$ cat src/rtl/uart_pkg.sv
// Shared types and constants for the UART transmit arbiter and uart_tx.
// Optional build macro: UART_ARB_HEADER_EN. When it is defined, the arbiter
// sends one requester-index byte ahead of every message.
package uart_pkg;

  // Byte width used by uart_tx; the arbiter data path must match it.
  localparam int unsigned UART_DATA_WIDTH = 8;

  // Arbiter message states. HDR is only entered when UART_ARB_HEADER_EN is defined.
  typedef enum logic [2:0] {
    IDLE  = 3'd0,
    HDR   = 3'd1,
    FETCH = 3'd2,
    SEND  = 3'd3,
    WAIT  = 3'd4
  } arb_state_t;

endpackage

$ cat src/rtl/uart_rr_pick.sv
// Combinational round-robin picker: returns the first asserted request found
// by scanning upward from rr_ptr with wrap at N_REQ. This also handles an
// N_REQ that is not a power of 2.
module uart_rr_pick #(
  parameter  int unsigned N_REQ = 4,
  localparam int unsigned IDX_W = $clog2(N_REQ)
) (
  input  logic [N_REQ-1:0] req,
  input  logic [IDX_W-1:0] rr_ptr,
  output logic             found,
  output logic [IDX_W-1:0] idx
);

  // Scan candidates rr_ptr, rr_ptr+1, ... mod N_REQ; the first hit wins.
  always_comb begin
    int unsigned cand;
    cand  = 0;
    found = 1'b0;
    idx   = '0;
    for (int unsigned k = 0; k < N_REQ; k++) begin
      cand = (32'(rr_ptr) + k) % N_REQ;
      if (!found && req[IDX_W'(cand)]) begin
        found = 1'b1;
        idx   = IDX_W'(cand);
      end
    end
  end

endmodule

$ cat src/rtl/uart_tx_arbiter.sv
// Shares one uart_tx serializer among N_REQ byte-stream requesters, using
// round-robin arbitration at message granularity. The grant is held from the
// owner's first byte until its last byte has fully left the line (tx_done).
// Optional build macro: UART_ARB_HEADER_EN. When it is defined, each message
// is prefixed on the line with one byte that carries the requester index.
module uart_tx_arbiter
  import uart_pkg::*;
#(
  parameter  int unsigned N_REQ      = 4,
  parameter  int unsigned DATA_WIDTH = UART_DATA_WIDTH,
  localparam int unsigned IDX_W      = $clog2(N_REQ)
) (
  input  logic                        clk,
  input  logic                        reset,
  input  logic [N_REQ-1:0]            req_valid,
  input  logic [N_REQ*DATA_WIDTH-1:0] req_data,
  input  logic [N_REQ-1:0]            req_last,
  output logic [N_REQ-1:0]            req_ready,
  output logic                        tx_valid,
  output logic [DATA_WIDTH-1:0]       tx_data,
  input  logic                        tx_ready,
  input  logic                        tx_done,
  output logic [IDX_W-1:0]            grant,
  output logic                        busy
);

  arb_state_t            state;
  logic [IDX_W-1:0]      rr_ptr;
  logic [DATA_WIDTH-1:0] hold_data;
  logic                  hold_last;

  logic                  pick_found;
  logic [IDX_W-1:0]      pick_idx;
  logic                  own_valid;
  logic [DATA_WIDTH-1:0] own_data;
  logic                  own_last;
  logic [IDX_W-1:0]      next_ptr;

  // One-hot ready vector for a given owner index.
  function automatic logic [N_REQ-1:0] onehot(input logic [IDX_W-1:0] sel);
    return N_REQ'(1) << sel;
  endfunction

  // Round-robin choice among the current requests, starting at rr_ptr.
  uart_rr_pick #(
    .N_REQ (N_REQ)
  ) u_pick (
    .req    (req_valid),
    .rr_ptr (rr_ptr),
    .found  (pick_found),
    .idx    (pick_idx)
  );

  // Select the current owner's valid, byte and last flag.
  always_comb begin
    own_valid = 1'b0;
    own_data  = '0;
    own_last  = 1'b0;
    for (int i = 0; i < int'(N_REQ); i++) begin
      if (grant == IDX_W'(i)) begin
        own_valid = req_valid[i];
        own_data  = req_data[i*DATA_WIDTH +: DATA_WIDTH];
        own_last  = req_last[i];
      end
    end
  end

  // The served requester drops to lowest priority. The wrap is explicit so that
  // an N_REQ that is not a power of 2 works.
  always_comb begin
    next_ptr = grant + IDX_W'(1);
    if (grant == IDX_W'(N_REQ - 1)) next_ptr = '0;
  end

  // The byte on the line is the held byte; it stays stable while tx_valid is high.
  assign tx_data = hold_data;

  // Message FSM with registered outputs.
  always_ff @(posedge clk) begin
    if (reset) begin
      state     <= IDLE;
      grant     <= '0;
      rr_ptr    <= '0;
      busy      <= 1'b0;
      req_ready <= '0;
      tx_valid  <= 1'b0;
      hold_data <= '0;
      hold_last <= 1'b0;
    end else begin
      case (state)
        IDLE: begin
          if (pick_found) begin
            grant <= pick_idx;
            busy  <= 1'b1;
`ifdef UART_ARB_HEADER_EN
            state <= HDR;
`else
            state     <= FETCH;
            req_ready <= onehot(pick_idx);
`endif
          end
        end
`ifdef UART_ARB_HEADER_EN
        HDR: begin
          hold_data <= DATA_WIDTH'(grant);
          hold_last <= 1'b0;
          tx_valid  <= 1'b1;
          state     <= SEND;
        end
`endif
        FETCH: begin
          if (own_valid) begin
            hold_data <= own_data;
            hold_last <= own_last;
            req_ready <= '0;
            tx_valid  <= 1'b1;
            state     <= SEND;
          end
        end
        SEND: begin
          if (tx_ready) begin
            tx_valid <= 1'b0;
            state    <= WAIT;
          end
        end
        WAIT: begin
          if (tx_done) begin
            if (hold_last) begin
              state  <= IDLE;
              busy   <= 1'b0;
              rr_ptr <= next_ptr;
            end else begin
              state     <= FETCH;
              req_ready <= onehot(grant);
            end
          end
        end
        default: begin
          state     <= IDLE;
          busy      <= 1'b0;
          req_ready <= '0;
          tx_valid  <= 1'b0;
        end
      endcase
    end
  end

endmodule

$ cat config.mk
export PLATFORM = sky130hd
export DESIGN_NAME = uart_tx_arbiter
export DESIGN_NICKNAME = d
export VERILOG_FILES = /design/src/rtl/uart_pkg.sv /design/src/rtl/uart_rr_pick.sv /design/src/rtl/uart_tx_arbiter.sv
export SDC_FILE = /design/constraint.sdc
export NUM_CORES = 1
export LEC_CHECK = 0
export CAP_MARGIN = 10
export CORE_MARGIN = 10
export CORE_UTILIZATION = 57
export CTS_CLUSTER_DIAMETER = 200
export CTS_CLUSTER_SIZE = 16
export DETAILED_ROUTE_END_ITERATION = 8
export DONT_BUFFER_PORTS = 1
export PLACE_DENSITY = 0.72
export SLEW_MARGIN = 0
export SYNTH_ARGS = -nofsm -noshare
export SYNTH_HDL_FRONTEND = slang
export SYNTH_SLANG_ARGS = --single-unit
$ cat constraint.sdc
create_clock -name clk -period 3.7 [get_ports clk]
set_input_delay 0.74 -clock clk [delete_from_list [all_inputs] [get_ports clk]]
set_output_delay 0.74 -clock clk [all_outputs]
set_load 0.02 [all_outputs]
# ---- After elaboration in Yosys (flattened, before gate mapping)
# Index checks and enable logic that the tools add are counted.
dict set report totals {
  wordCells 97
  out_inout_bits 16
  inputBits 44
  regBits 22
}
dict set report classes {
  eq_ne 12
  shifts 2
  n_mux 47
  n_lt_le_gt_ge 4
  reduce_logical 17
  bitwise 3
  n_addsub 4
}
# cell n
set ops {}
lappend ops {{8-bit two-way mux} 4}
lappend ops {{1-bit two-way mux} 21}
lappend ops {{4-bit two-way mux} 4}
lappend ops {{4-bit case mux with 4 select lines} 1}
lappend ops {{2-bit by 3-bit < comparator with 1-bit output, second input constant} 4}
lappend ops {{2-bit two-way mux} 6}
lappend ops {{3-bit two-way mux} 4}
lappend ops {{2-bit inequality test, second input constant} 6}
lappend ops {{3-bit case mux with 4 select lines} 1}
lappend ops {{1-bit binary-select mux with 2-bit select} 4}
lappend ops {{4-bit AND reduction} 2}
lappend ops {{1-bit by 2-bit left shift with 4-bit output, first input constant} 2}
lappend ops {{3-bit by 2-bit equality test with 1-bit output, second input constant} 2}
lappend ops {{1-bit case mux with 3 select lines} 2}
lappend ops {{3-bit AND reduction} 2}
lappend ops {{5-bit AND reduction} 1}
lappend ops {{2-bit by 1-bit adder with 2-bit output, second input constant} 2}
lappend ops {{2-bit adder, second input constant} 2}
lappend ops {{2-bit equality test, second input constant} 2}
lappend ops {{2-bit AND reduction} 2}
lappend ops {{2-bit OR reduction} 2}
lappend ops {{3-bit equality test, second input constant} 1}
lappend ops {{1-bit logical AND} 3}
lappend ops {{1-bit logical NOT} 3}
lappend ops {{4 further kinds} 6}

# ---- Longest topological paths before layout
dict set report depth {
  ltp_word 15
  ltp_mapped 9
  mapped_depth_nobuf 7
}

# ---- By module
# From an unflattened synthesis, not the netlist that was laid out.
dict set report hier_totals {
  hier_cells 167
  area_unflattened_um2 1446.4
}
# mod cells_each area_each_um2 n_inst seq_area_each_um2
set modules_own_cells {}
lappend modules_own_cells {uart_tx_arbiter 152 1368.8 1 440.4}
lappend modules_own_cells {uart_rr_pick 15 77.6 1 0.0}

# ---- Worst setup path before layout
# OpenSTA, ideal clock, no wires.
dict set report synth_timing {
  kind {flip-flop to flip-flop}
  from {register grant[1]}
  to {register hold_data[4], in the netlist tx_data[4]}
  period_less_slack_ns 2.127
  setup_slack_ns 1.573
  stages_incl_launch_ff 10
  setup_time_ns 0.132
  path_buffers 2
  required_time_ns 3.568
  arrival_time_ns 1.995
  path_cell_list {dfxtp_1 -> inv_1 -> ha_1 -> nor2b_2 -> buf_6 -> a21oi_4 -> or4_4 -> buf_6 -> a221oi_2 -> nor3_1}
}
dict set report synth_via {
  elab_chain_cells 6
  elab_cells_between_ends 13
  classes_between {eq/ne: 3; mux: 8; reduce/logical: 2}
}
# element line
set synth_lines {}
lappend synth_lines {{from (decl)} uart_tx_arbiter.sv:23} ;# output logic [IDX_W-1:0] grant,
lappend synth_lines {{from (signal assigned)} uart_tx_arbiter.sv:93} ;# grant <= pick_idx;
lappend synth_lines {{2-bit logical NOT} uart_tx_arbiter.sv:60} ;# if (grant == IDX_W'(i)) begin
lappend synth_lines {{1-bit two-way mux (4 in a row)} uart_tx_arbiter.sv:60}
lappend synth_lines {{2-bit AND reduction (no source line)} --}
lappend synth_lines {{to (signal assigned)} uart_tx_arbiter.sv:113} ;# hold_data <= own_data;
lappend synth_lines {{to (decl)} uart_tx_arbiter.sv:29} ;# logic [DATA_WIDTH-1:0] hold_data;
# Parallel ways exist; a longest one is shown, timed or not.
# A chain may end at the register's enable or synchronous reset.

# ---- Worst setup path in the final report
dict set report layout_timing {
  from {register grant[1]}
  to {register hold_data[6], in the netlist tx_data[6]}
}
# Same word-level chain as after synthesis.

==> run metrics <==
crit path max fanout 12; # H-tree levels 1; P_int 0.000347 W; Post-DRT Antenna Nets 0; Worst Slack Setup Final 0.941 ns; sw frac 33.7%; Synth Register Bits 22; Num CTS Buffers 3; TritonRoute pass-1 iters 5; main flop type after synthesis dfxtp_1; IO Count 60; clk_lat worst skew 0.31 ns; Layout area overhead -0.258%; cells after synthesis 180; Placed Area 1430 µm²; CP endpoint kind register; Post-Syn Nets 228; global-route wire length before repair 6280 µm; Synth top cells by count dfxtp_1, a21oi_1, nor2_1; buffers added on ports 0; vias in the first global route 1315; maximum root-to-sink buffer count 2; Setup Viol. Count Final 0; Final min period 2.76 ns; design area 1450 µm²; Avg WL per Cell 19.2 µm; Core Area 2450 µm²; drc violations 0; Hold Buf Count CTS 0; die height 70.5 µm; setup slack, reg-to-reg 0.94 ns; post-CTS setup buffer count 0; drt initial violations 75; post-synth top area share 30.2%; Die W 70.5 µm; fmax 362 MHz; number of synthesized flops with an enable pin 0; Hold Crit Class primary input to register; register share of total power 56.5%; WP data arrival 2.99 ns; Final Slew Violations 0; total track usage 15.0%; post-cts resize count 0; area leader, netlist dfxtp_1; startpoint types register; Root Buffer clkbuf_4; status completed; yosys warns 0; final wirelength 3910 µm; Leakage 0.540 nW; Area contributors post-synth dfxtp_1, a221oi_2, a21oi_1, a221o_1, mux2i_1; Max Cap Viol 0; global route overflow 0; Row Count 18; P per Cell Area 360 nW/µm²; CTS tree yes; Post-Route Setup TNS 0 ns; largest net degree at the start of global routing 24; Antenna Cells 0; sequential fraction of the synthesis area 30.2%; Final nets 223; combinational share of power 22.7%; post-detail-place hpwl 3010 µm; Starting Density 59.3%; Clock Skews 0.00382 ns; via count 1300; IR drop worst, VDD 0.000237 V; Unique masters post-synth 40; Tcrit/Tclk final 74.6%; switching pwr 0.000177 W; count leader, synth dfxtp_1; # clock sinks 22; Synth Area per Inst 8.09 µm²; crit path kind register to register; Place WS 0.989 ns; Rel. slew slack 43.5%; via/cell ratio 6.40; share of layout cells above drive strength 1 8.67%; Hold Fails Final Rpt 0; Worst Tran Pin Value 0.840 ns; clock network power share 20.9%; clk slew on worst S/H paths 0.12 ns; Required @ worst endpoint 3.93 ns; routability cong. 0.780; Post-Syn Area 1460 µm²; RSZ-0062 raised after global routing no; DIE AREA 4980 µm²; fraction of registers with async set/reset 0%; initial antenna violation count 0
==> kinds of logic after synthesis <==
logic type                 share of synthesized area (%)
DFF                                                 30.2
buffers and inverters                               8.76
adders and majority gates                           3.44
AOI/OAI and AO/OA                                   30.2
and+or+nand+nor                                     22.6
muxes                                               4.81
==> layout by cell type, fill, tap and decap left out, types with 2 or more instances in the layout <==
cell type  netlist  layout
dfxtp_1         22      22
a21oi_1         17      17
nor2_1          17      17
inv_1           15      15
nand2_1         14      14
nor3_1          13      13
o21ai_0          9       9
a221o_1          8       8
mux2i_1          7       7
a221oi_2         7       7
nand2b_1         6       6
nand3_1          6       6
ha_1             4       4
clkbuf_4         0       3
nor2b_1          2       2
a211oi_1         2       2
==> layer usage <==
| layer | global-route usage (%) | part of all wire, % | up-vias |
|---|---|---|---|
| met4 | 6.67 | 1.8 | 0 |
| met1 | 17.1 | 41 | 609 |
| met2 | 23.9 | 48 | 37 |
| li1 | - | - | 648 |
| met5 | 0 | 0 | - |
| met3 | 6.28 | 9.4 | 6 |
==> path summary, 6_finish.rpt <==
path	cells past startpoint	endpoint	from
worst max-delay path	7	tx_data[6]$_SDFFE_PP0P_	grant[1]$_SDFFE_PP0P_
worst min-delay path	1	tx_valid$_SDFFE_PP0P_	reset
worst max register to register	7	tx_data[6]$_SDFFE_PP0P_	grant[1]$_SDFFE_PP0P_
worst min register to register	2	rr_ptr[0]$_SDFFE_PP0P_	rr_ptr[0]$_SDFFE_PP0P_
==> layout make-up <==
cell class / count / area (µm²)
Sequential cell: 22 / 440
Timing Repair Buffer: 1 / 7.51
Multi-Input combinational cell: 132 / 888
Inverter: 15 / 56.3
Tap cell: 30 / 37.5
Fill cell: 239 / 1000
Clock buffer: 3 / 22.5
==> worst max-delay path, stage by stage, from the launching register on <==
cell and delay [ns]:
dfxtp_1 0.58, inv_1 0.12, ha_1 0.36, nor2b_2 0.44
a21oi_4 0.12, nor4_2 0.75, nor2_1 0.09, a211oi_1 0.23
==> state kept, by name, indices dropped and copies added (netlist names) <==
name / cells
hold_last: 1
grant: 2
tx_data: 8
busy: 1
tx_valid: 1
rr_ptr: 2
state: 3
req_ready: 4
==> stage by stage <==
step / total power (W) / std cells / utilization (%) / hold WS [ns]
after floorplan: 0.000406 / 180 / - / 0.471
after global placement: 0.000416 / 200 / 58.3 / 0.483
after detailed placement: 0.000420 / 200 / 58.3 / 0.496
after CTS: 0.000526 / 203 / 59.2 / 0.478
after global routing: 0.000555 / 203 / 59.2 / 0.462
final: 0.000524 / 203 / 59.2 / 0.481
==> power by group through the flow <==
stage	clock network, W	logic [W]	registers, W
floorplan	0	0.000113	0.000293
CTS	0.000111	0.000119	0.000296
finish	0.000109	0.000119	0.000296
detailed placement	0	0.000118	0.000302
global placement	0	0.000114	0.000301
global route	0.000122	0.000134	0.000299
Note: power is estimated with default switching activity, not from simulation.
